File: src/rtl/multicycle_controller_if.sv
// Control bundle between the multicycle controller and its datapath.
// The controller drives the enables and selects; the datapath returns the IR fields and status.
interface multicycle_controller_if;
   logic [5:0] op;
   logic [5:0] funct;
   logic       zero;
   logic       mem_ready;
   logic       iord;
   logic       memwrite;
   logic       irwrite;
   logic       regwrite;
   logic       regdst;
   logic       memtoreg;
   logic       alusrca;
   logic [1:0] alusrcb;
   logic [1:0] pcsrc;
   logic [2:0] alucontrol;
   logic       pcen;
   logic       illegal_op;

   modport master (
      input  op, funct, zero, mem_ready,
      output iord, memwrite, irwrite, regwrite, regdst, memtoreg,
             alusrca, alusrcb, pcsrc, alucontrol, pcen, illegal_op
   );

   modport slave (
      output op, funct, zero, mem_ready,
      input  iord, memwrite, irwrite, regwrite, regdst, memtoreg,
             alusrca, alusrcb, pcsrc, alucontrol, pcen, illegal_op
   );
endinterface

File: src/rtl/multicycle_controller.sv
// Main control FSM of the multicycle MIPS core: sequences fetch, decode, execute,
// memory and writeback over a shared ALU and a single variable-latency memory port.
//
// state    | meaning
// FETCH    | read instruction at PC, load IR and PC+4 when memory is ready
// DECODE   | branch target into ALUOut, dispatch on op
// MEMADR   | compute lw/sw effective address
// MEMRD    | read data memory, wait for mem_ready
// MEMWB    | write loaded data into rt
// MEMWR    | write data memory, wait for mem_ready
// RTYPEEX  | rs op rt, ALU op decoded from funct
// RTYPEWB  | write ALUOut into rd
// BEQEX    | compare rs/rt, load branch target when equal
// ADDIEX   | rs + SignImm
// ADDIWB   | write ALUOut into rt
// JEX      | load jump target
module multicycle_controller #(
   parameter int STATE_W       = 4,
   parameter bit USE_MEM_READY = 1'b1
) (
   input  logic                       clk,
   input  logic                       rst,
   multicycle_controller_if.master    bus,
   output logic [STATE_W-1:0]         state_o
);

   typedef enum logic [STATE_W-1:0] {
      S_FETCH   = STATE_W'(0),
      S_DECODE  = STATE_W'(1),
      S_MEMADR  = STATE_W'(2),
      S_MEMRD   = STATE_W'(3),
      S_MEMWB   = STATE_W'(4),
      S_MEMWR   = STATE_W'(5),
      S_RTYPEEX = STATE_W'(6),
      S_RTYPEWB = STATE_W'(7),
      S_BEQEX   = STATE_W'(8),
      S_ADDIEX  = STATE_W'(9),
      S_ADDIWB  = STATE_W'(10),
      S_JEX     = STATE_W'(11)
   } state_t;

   localparam logic [5:0] OP_LW   = 6'b100011;
   localparam logic [5:0] OP_SW   = 6'b101011;
   localparam logic [5:0] OP_RTYP = 6'b000000;
   localparam logic [5:0] OP_BEQ  = 6'b000100;
   localparam logic [5:0] OP_ADDI = 6'b001000;
   localparam logic [5:0] OP_J    = 6'b000010;

   localparam logic [2:0] ALU_ADD = 3'b010;
   localparam logic [2:0] ALU_SUB = 3'b110;
   localparam logic [2:0] ALU_AND = 3'b000;
   localparam logic [2:0] ALU_OR  = 3'b001;
   localparam logic [2:0] ALU_SLT = 3'b111;

   state_t     state_q, state_d;
   logic       run_q;
   logic       is_sw_q;
   logic [2:0] alu_q;
   logic       mem_rdy;
   logic [2:0] rt_alu;
   logic       rt_ok;

   assign mem_rdy = USE_MEM_READY ? bus.mem_ready : 1'b1;
   assign state_o = state_q;

   always_comb begin
      rt_alu = ALU_ADD;
      rt_ok  = 1'b1;
      unique case (bus.funct)
         6'b100000: rt_alu = ALU_ADD;
         6'b100010: rt_alu = ALU_SUB;
         6'b100100: rt_alu = ALU_AND;
         6'b100101: rt_alu = ALU_OR;
         6'b101010: rt_alu = ALU_SLT;
         default:   rt_ok  = 1'b0;
      endcase
   end

   // run_q holds off the first fetch until one full clock edge has passed after reset release
   always_comb begin
      state_d        = S_FETCH;
      bus.iord       = 1'b0;
      bus.memwrite   = 1'b0;
      bus.irwrite    = 1'b0;
      bus.regwrite   = 1'b0;
      bus.regdst     = 1'b0;
      bus.memtoreg   = 1'b0;
      bus.alusrca    = 1'b0;
      bus.alusrcb    = 2'b00;
      bus.pcsrc      = 2'b00;
      bus.alucontrol = ALU_ADD;
      bus.pcen       = 1'b0;
      bus.illegal_op = 1'b0;
      unique case (state_q)
         S_FETCH: begin
            bus.alusrcb = 2'b01;
            bus.irwrite = run_q & mem_rdy;
            bus.pcen    = run_q & mem_rdy;
            state_d     = (run_q && mem_rdy) ? S_DECODE : S_FETCH;
         end
         S_DECODE: begin
            bus.alusrcb = 2'b11;
            unique case (bus.op)
               OP_LW, OP_SW: state_d = S_MEMADR;
               OP_RTYP:      state_d = S_RTYPEEX;
               OP_BEQ:       state_d = S_BEQEX;
               OP_ADDI:      state_d = S_ADDIEX;
               OP_J:         state_d = S_JEX;
               default:      bus.illegal_op = 1'b1;
            endcase
         end
         S_MEMADR: begin
            bus.alusrca = 1'b1;
            bus.alusrcb = 2'b10;
            state_d     = is_sw_q ? S_MEMWR : S_MEMRD;
         end
         S_MEMRD: begin
            bus.iord = 1'b1;
            state_d  = mem_rdy ? S_MEMWB : S_MEMRD;
         end
         S_MEMWB: begin
            bus.memtoreg = 1'b1;
            bus.regwrite = 1'b1;
         end
         S_MEMWR: begin
            bus.iord     = 1'b1;
            bus.memwrite = 1'b1;
            state_d      = mem_rdy ? S_FETCH : S_MEMWR;
         end
         S_RTYPEEX: begin
            bus.alusrca    = 1'b1;
            bus.alucontrol = rt_alu;
            bus.illegal_op = ~rt_ok;
            state_d        = rt_ok ? S_RTYPEWB : S_FETCH;
         end
         S_RTYPEWB: begin
            bus.regdst     = 1'b1;
            bus.regwrite   = 1'b1;
            bus.alucontrol = alu_q;
         end
         S_BEQEX: begin
            bus.alusrca    = 1'b1;
            bus.alucontrol = ALU_SUB;
            bus.pcsrc      = 2'b01;
            bus.pcen       = bus.zero;
         end
         S_ADDIEX: begin
            bus.alusrca = 1'b1;
            bus.alusrcb = 2'b10;
            state_d     = S_ADDIWB;
         end
         S_ADDIWB: begin
            bus.regwrite = 1'b1;
         end
         S_JEX: begin
            bus.pcsrc = 2'b10;
            bus.pcen  = 1'b1;
         end
         default: state_d = S_FETCH;
      endcase
   end

   always_ff @(posedge clk or negedge rst) begin
      if (!rst) begin
         state_q <= S_FETCH;
         run_q   <= 1'b0;
         is_sw_q <= 1'b0;
         alu_q   <= ALU_ADD;
      end else begin
         run_q   <= 1'b1;
         state_q <= state_d;
         if (state_q == S_DECODE) is_sw_q <= (bus.op == OP_SW);
         if (state_q == S_RTYPEEX) alu_q <= rt_alu;
      end
   end

endmodule

File: src/flat_wrapper.sv
// flat-port wrapper written by rule: the top's interface ports become plain ports
module multicycle_controller_flat 
#(
   parameter int STATE_W       = 4,
   parameter bit USE_MEM_READY = 1'b1
)
  (clk, rst, state_o, bus_op, bus_funct, bus_zero, bus_mem_ready, bus_iord, bus_memwrite, bus_irwrite, bus_regwrite, bus_regdst, bus_memtoreg, bus_alusrca, bus_alusrcb, bus_pcsrc, bus_alucontrol, bus_pcen, bus_illegal_op);
  multicycle_controller_if bus_i ();
  input  logic clk;
  input  logic rst;
  output logic [STATE_W-1:0] state_o;
  input wire logic [$bits(bus_i.op)-1:0] bus_op;
  input wire logic [$bits(bus_i.funct)-1:0] bus_funct;
  input wire logic [$bits(bus_i.zero)-1:0] bus_zero;
  input wire logic [$bits(bus_i.mem_ready)-1:0] bus_mem_ready;
  output wire logic [$bits(bus_i.iord)-1:0] bus_iord;
  output wire logic [$bits(bus_i.memwrite)-1:0] bus_memwrite;
  output wire logic [$bits(bus_i.irwrite)-1:0] bus_irwrite;
  output wire logic [$bits(bus_i.regwrite)-1:0] bus_regwrite;
  output wire logic [$bits(bus_i.regdst)-1:0] bus_regdst;
  output wire logic [$bits(bus_i.memtoreg)-1:0] bus_memtoreg;
  output wire logic [$bits(bus_i.alusrca)-1:0] bus_alusrca;
  output wire logic [$bits(bus_i.alusrcb)-1:0] bus_alusrcb;
  output wire logic [$bits(bus_i.pcsrc)-1:0] bus_pcsrc;
  output wire logic [$bits(bus_i.alucontrol)-1:0] bus_alucontrol;
  output wire logic [$bits(bus_i.pcen)-1:0] bus_pcen;
  output wire logic [$bits(bus_i.illegal_op)-1:0] bus_illegal_op;
  assign bus_i.op = bus_op;
  assign bus_i.funct = bus_funct;
  assign bus_i.zero = bus_zero;
  assign bus_i.mem_ready = bus_mem_ready;
  assign bus_iord = bus_i.iord;
  assign bus_memwrite = bus_i.memwrite;
  assign bus_irwrite = bus_i.irwrite;
  assign bus_regwrite = bus_i.regwrite;
  assign bus_regdst = bus_i.regdst;
  assign bus_memtoreg = bus_i.memtoreg;
  assign bus_alusrca = bus_i.alusrca;
  assign bus_alusrcb = bus_i.alusrcb;
  assign bus_pcsrc = bus_i.pcsrc;
  assign bus_alucontrol = bus_i.alucontrol;
  assign bus_pcen = bus_i.pcen;
  assign bus_illegal_op = bus_i.illegal_op;
  multicycle_controller #(.STATE_W(STATE_W), .USE_MEM_READY(USE_MEM_READY)) u_core (.clk(clk), .rst(rst), .bus(bus_i), .state_o(state_o));
endmodule
File: config.mk
export PLATFORM = sky130hd
export DESIGN_NAME = multicycle_controller_flat
export DESIGN_NICKNAME = d
export VERILOG_FILES = /design/src/rtl/multicycle_controller_if.sv /design/src/rtl/multicycle_controller.sv /design/src/flat_wrapper.sv
export SDC_FILE = /design/constraint.sdc
export NUM_CORES = 1
export LEC_CHECK = 0
export BUFFER_PORTS_ARGS = -buffer_cell sky130_fd_sc_hd__buf_2
export CORE_MARGIN = 2
export CORE_UTILIZATION = 25
export DETAILED_ROUTE_END_ITERATION = 7
export HOLD_SLACK_MARGIN = 0.06
export MAX_ROUTING_LAYER = met4
export PLACE_DENSITY = 0.56
export SLEW_MARGIN = 15
export SYNTH_ARGS = -nofsm -noshare
export SYNTH_HDL_FRONTEND = slang
export SYNTH_SLANG_ARGS = --single-unit
File: constraint.sdc
create_clock -name clk -period 1.35 [get_ports clk]
set_clock_uncertainty 0.05 [all_clocks]
set_input_delay 0.135 -clock clk [delete_from_list [all_inputs] [get_ports clk]]
set_output_delay 0.135 -clock clk [all_outputs]
set_load 0.05 [all_outputs]
==> results.sh <==
export IMPL_status="complete, but fails checks"
export IMPL_violations="negative setup slack"
export IMPL_ys_ff_latch=9
export IMPL_syn_num_nets=119
export IMPL_clock_fmax_mhz=546
export IMPL_diodes=0
export IMPL_dieHeight_um=60.7
export IMPL_seqPwrFrac_pct=16.1
export IMPL_die_width_um=60.7
export IMPL_clk_pin_slew_worst_paths_ns=0.06
export IMPL_postSynthAreaPerCell_um2=7.80
export IMPL_synth_xor_area_share_pct=3.27
export IMPL_crit_chain="or4b_4, a21oi_2, a32o_2, buf_6"
export IMPL_ys_types=40
export IMPL_synth_simple_area_share_pct=36.8
export IMPL_critPathMaxFanout=2
export IMPL_rr_worst_depth=6
export IMPL_cp_top_family="simple AND/OR/NAND/NOR gates"
export IMPL_core_mm2=0.00305
export IMPL_critPathSlowestCell="or4b_4"
export IMPL_hold_ws_ns=0.160
export IMPL_r2r_slack_ns=-0.29
export IMPL_post_route_min_period_ns=1.83
export IMPL_initial_core_util_pct=26.3
export IMPL_ir_worst_vdd_v=0.000797
export IMPL_drtPass1Iterations=4
export IMPL_cts_tree="yes"
export IMPL_switching_share_pct=48.0
export IMPL_synth_top_family_by_area="simple AND/OR/NAND/NOR gates"
export IMPL_p_sw_mw=1.11
export IMPL_nets=193
export IMPL_synth_area_leaders="dfrtp_1, nand2_1, nand3_1, nor3_1, nand2b_1"
export IMPL_required_ns=1.16
export IMPL_synth_area_mux_share_pct=2.49
export IMPL_viasPerCell=4.84
export IMPL_grt_max_degree=20
export IMPL_worstReg2RegStart="u_core.state_o[3]"
export IMPL_cp_end_kind="output port"
export IMPL_power_leakage_nw=0.774
export IMPL_r2r_end="u_core.state_o[0]"
export IMPL_totalPowerFinal_mw=2.31
export IMPL_clock_root_buffer="clkbuf_4"
export IMPL_io_pins=36
export IMPL_rows=20
export IMPL_syn_inst=103
export IMPL_synthFlopType="dfrtp_1"
export IMPL_rsz0062_at_grt="true"
export IMPL_design_area_mm2=0.00185
export IMPL_power_frac_comb_pct=74.7
export IMPL_wirelength_um=2840
export IMPL_detail_route_antenna_nets=0
export IMPL_h_tree_depth=1
export IMPL_hold_viol=0
export IMPL_critPathMaxStageDelay_ns=0.54
export IMPL_cts_buffers=3
export IMPL_vias=1065
export IMPL_intPower_mw=1.20
export IMPL_timing_final_ws_setup_ns=-0.481
export IMPL_synth_compound_area_share_pct=23.2
export IMPL_grt_overflow_total=0
export IMPL_crit_arrival_ns=1.65
export IMPL_synth_largest_area_cell="dfrtp_1"
export IMPL_gp_congestion=0.802
export IMPL_critPathBufInv=1
export IMPL_synthAdderAreaFrac_pct=0
export IMPL_yosysMostFrequentCell="nand2_1"
export IMPL_hold_depth=4
export IMPL_synth_common_cells="nand2_1, dfrtp_1, nor2_1"
export IMPL_yosysTopAreaCellShare_pct=24.9
export IMPL_final_util_pct=60.7
export IMPL_hold_path_class="in -> reg"
export IMPL_netlist_area_um2=803
export IMPL_worst_setup_path_start_kind="flop"
export IMPL_clock_latency_ns=0.27
export IMPL_finalSetupTns_ns=-7.27
export IMPL_fp_dieArea_mm2=0.00368
export IMPL_drc=0
export IMPL_synthToLayoutAreaGrowth_pct=131
export IMPL_antenna_found_initial=0
export IMPL_hpwlAfterDp_um=2040
export IMPL_synthArstFlopShare_pct=100
export IMPL_dpl_instance_area_mm2=0.00139
export IMPL_grt_pass1_vias=1091
export IMPL_maxCapViolCount=0
export IMPL_clock_sinks=9
export IMPL_drive_gt1_share_pct=69.9
export IMPL_worstHoldEndpoint="u_core.state_o[0]"
export IMPL_gr_usage_all_layers_pct=17.6
export IMPL_power_density_mw_per_mm2=1250
export IMPL_holdCritStartpoint="bus_op[5]"
export IMPL_setup_viol=25
export IMPL_yosys_warnings=0
export IMPL_portBuffers=35
export IMPL_ys_seq_area_share_pct=28.2
export IMPL_pwr_share_clk_pct=9.2
export IMPL_drtIter0Drc=10
export IMPL_worstSetupPathType="reg -> out"
export IMPL_grt_pass1_wl_um=4750
export IMPL_synth_edf_count=0
export IMPL_wl_per_cell_um=12.9
export IMPL_clockBufferDepth=2
export IMPL_final_max_slew_viol_count=0
export IMPL_fin_crit_sh_pct=136
[flip-flops by register name, indices dropped and copies added (netlist names)]
name,count
u_core.is_sw_q,1
u_core.alu_q,3
u_core.state_o,4
u_core.run_q,1
[how the worst max path moves through the flow]
stage,from,endpoint,cells past startpoint
6_report,u_core.state_o[3],bus_illegal_op,4
5_1_grt,u_core.state_o[3],bus_illegal_op,4
4_1_cts,u_core.state_o[3],bus_illegal_op,4
3_5_place_dp,u_core.state_o[3],bus_illegal_op,4
3_3_place_gp,u_core.state_o[3],bus_illegal_op,4
2_1_floorplan,u_core.state_o[1],bus_illegal_op,4
[cells by family after synthesis]
group / Yosys count
xor+xnor: 3
simple gates: 53
mux: 2
buf+inv: 9
flops: 9
compound gates: 26
other cells: 1
[power by group through the flow]
stage                     combinational, mW  clock (mW)  sequential [mW]
after floorplan                       0.910           0            0.468
after global placement                 1.34           0            0.369
after detailed placement               1.36           0            0.373
after CTS                              1.58       0.218            0.373
after global routing                   1.83       0.236            0.378
final                                  1.73       0.213            0.372
[layout by cell type, fill, tap and decap left out, types with 4 or more instances in the layout]
cell     Yosys  layout
buf_4        0      21
dfrtp_2      0       4
nand2_1     13       8
nor2_1       8       4
nor3_4       1       5
buf_8        0      10
nand3_1      7       4
buf_2        3      16
dfrtp_1      8       4
buf_6        1      25
[worst register-to-register path, cell delays in order, from the launching register on]
cell and delay [ns]:
dfrtp_2 0.40, buf_4 0.15, buf_8 0.13, and4bb_4 0.37, nand4_1 0.16, o41a_1 0.19, o211ai_1 0.10
[metrics by stage]
stage / setup slack, ns / cells
6_report: -0.481 / 220
3_3_place_gp: -0.267 / 203
4_1_cts: -0.483 / 217
2_1_floorplan: -0.516 / 103
3_5_place_dp: -0.274 / 203
5_1_grt: -0.544 / 220
[final cells by class]
cell class                      count  area, µm²
Fill cell                         256       1200
Multi-Input combinational cell     85        800
Timing Repair Buffer               75        724
Sequential cell                     9        231
Tap cell                           44       55.1
Clock buffer                        4       26.3
Inverter                            3       17.5
[layer usage]
layer  wire (µm)  vias up  global-route usage [%]
li1            -      529                       -
met1        1210      500                    21.7
met2        1470       32                    30.1
met3          89        4                   0.640
met4          65        0                    7.45
met5           0        -                       -
[what timing repair did]
item | CTS | global route
endpoints found under the setup margin | 27 | 27
gates cloned | 0 | 1
pin swaps | 7 | 8
hold endpoints to repair | 9 | 0
hold buffers | 1 | 0
buffers inserted | 9 | 3
resized for setup | 67 | 25
(Power assumes the default switching activity.)
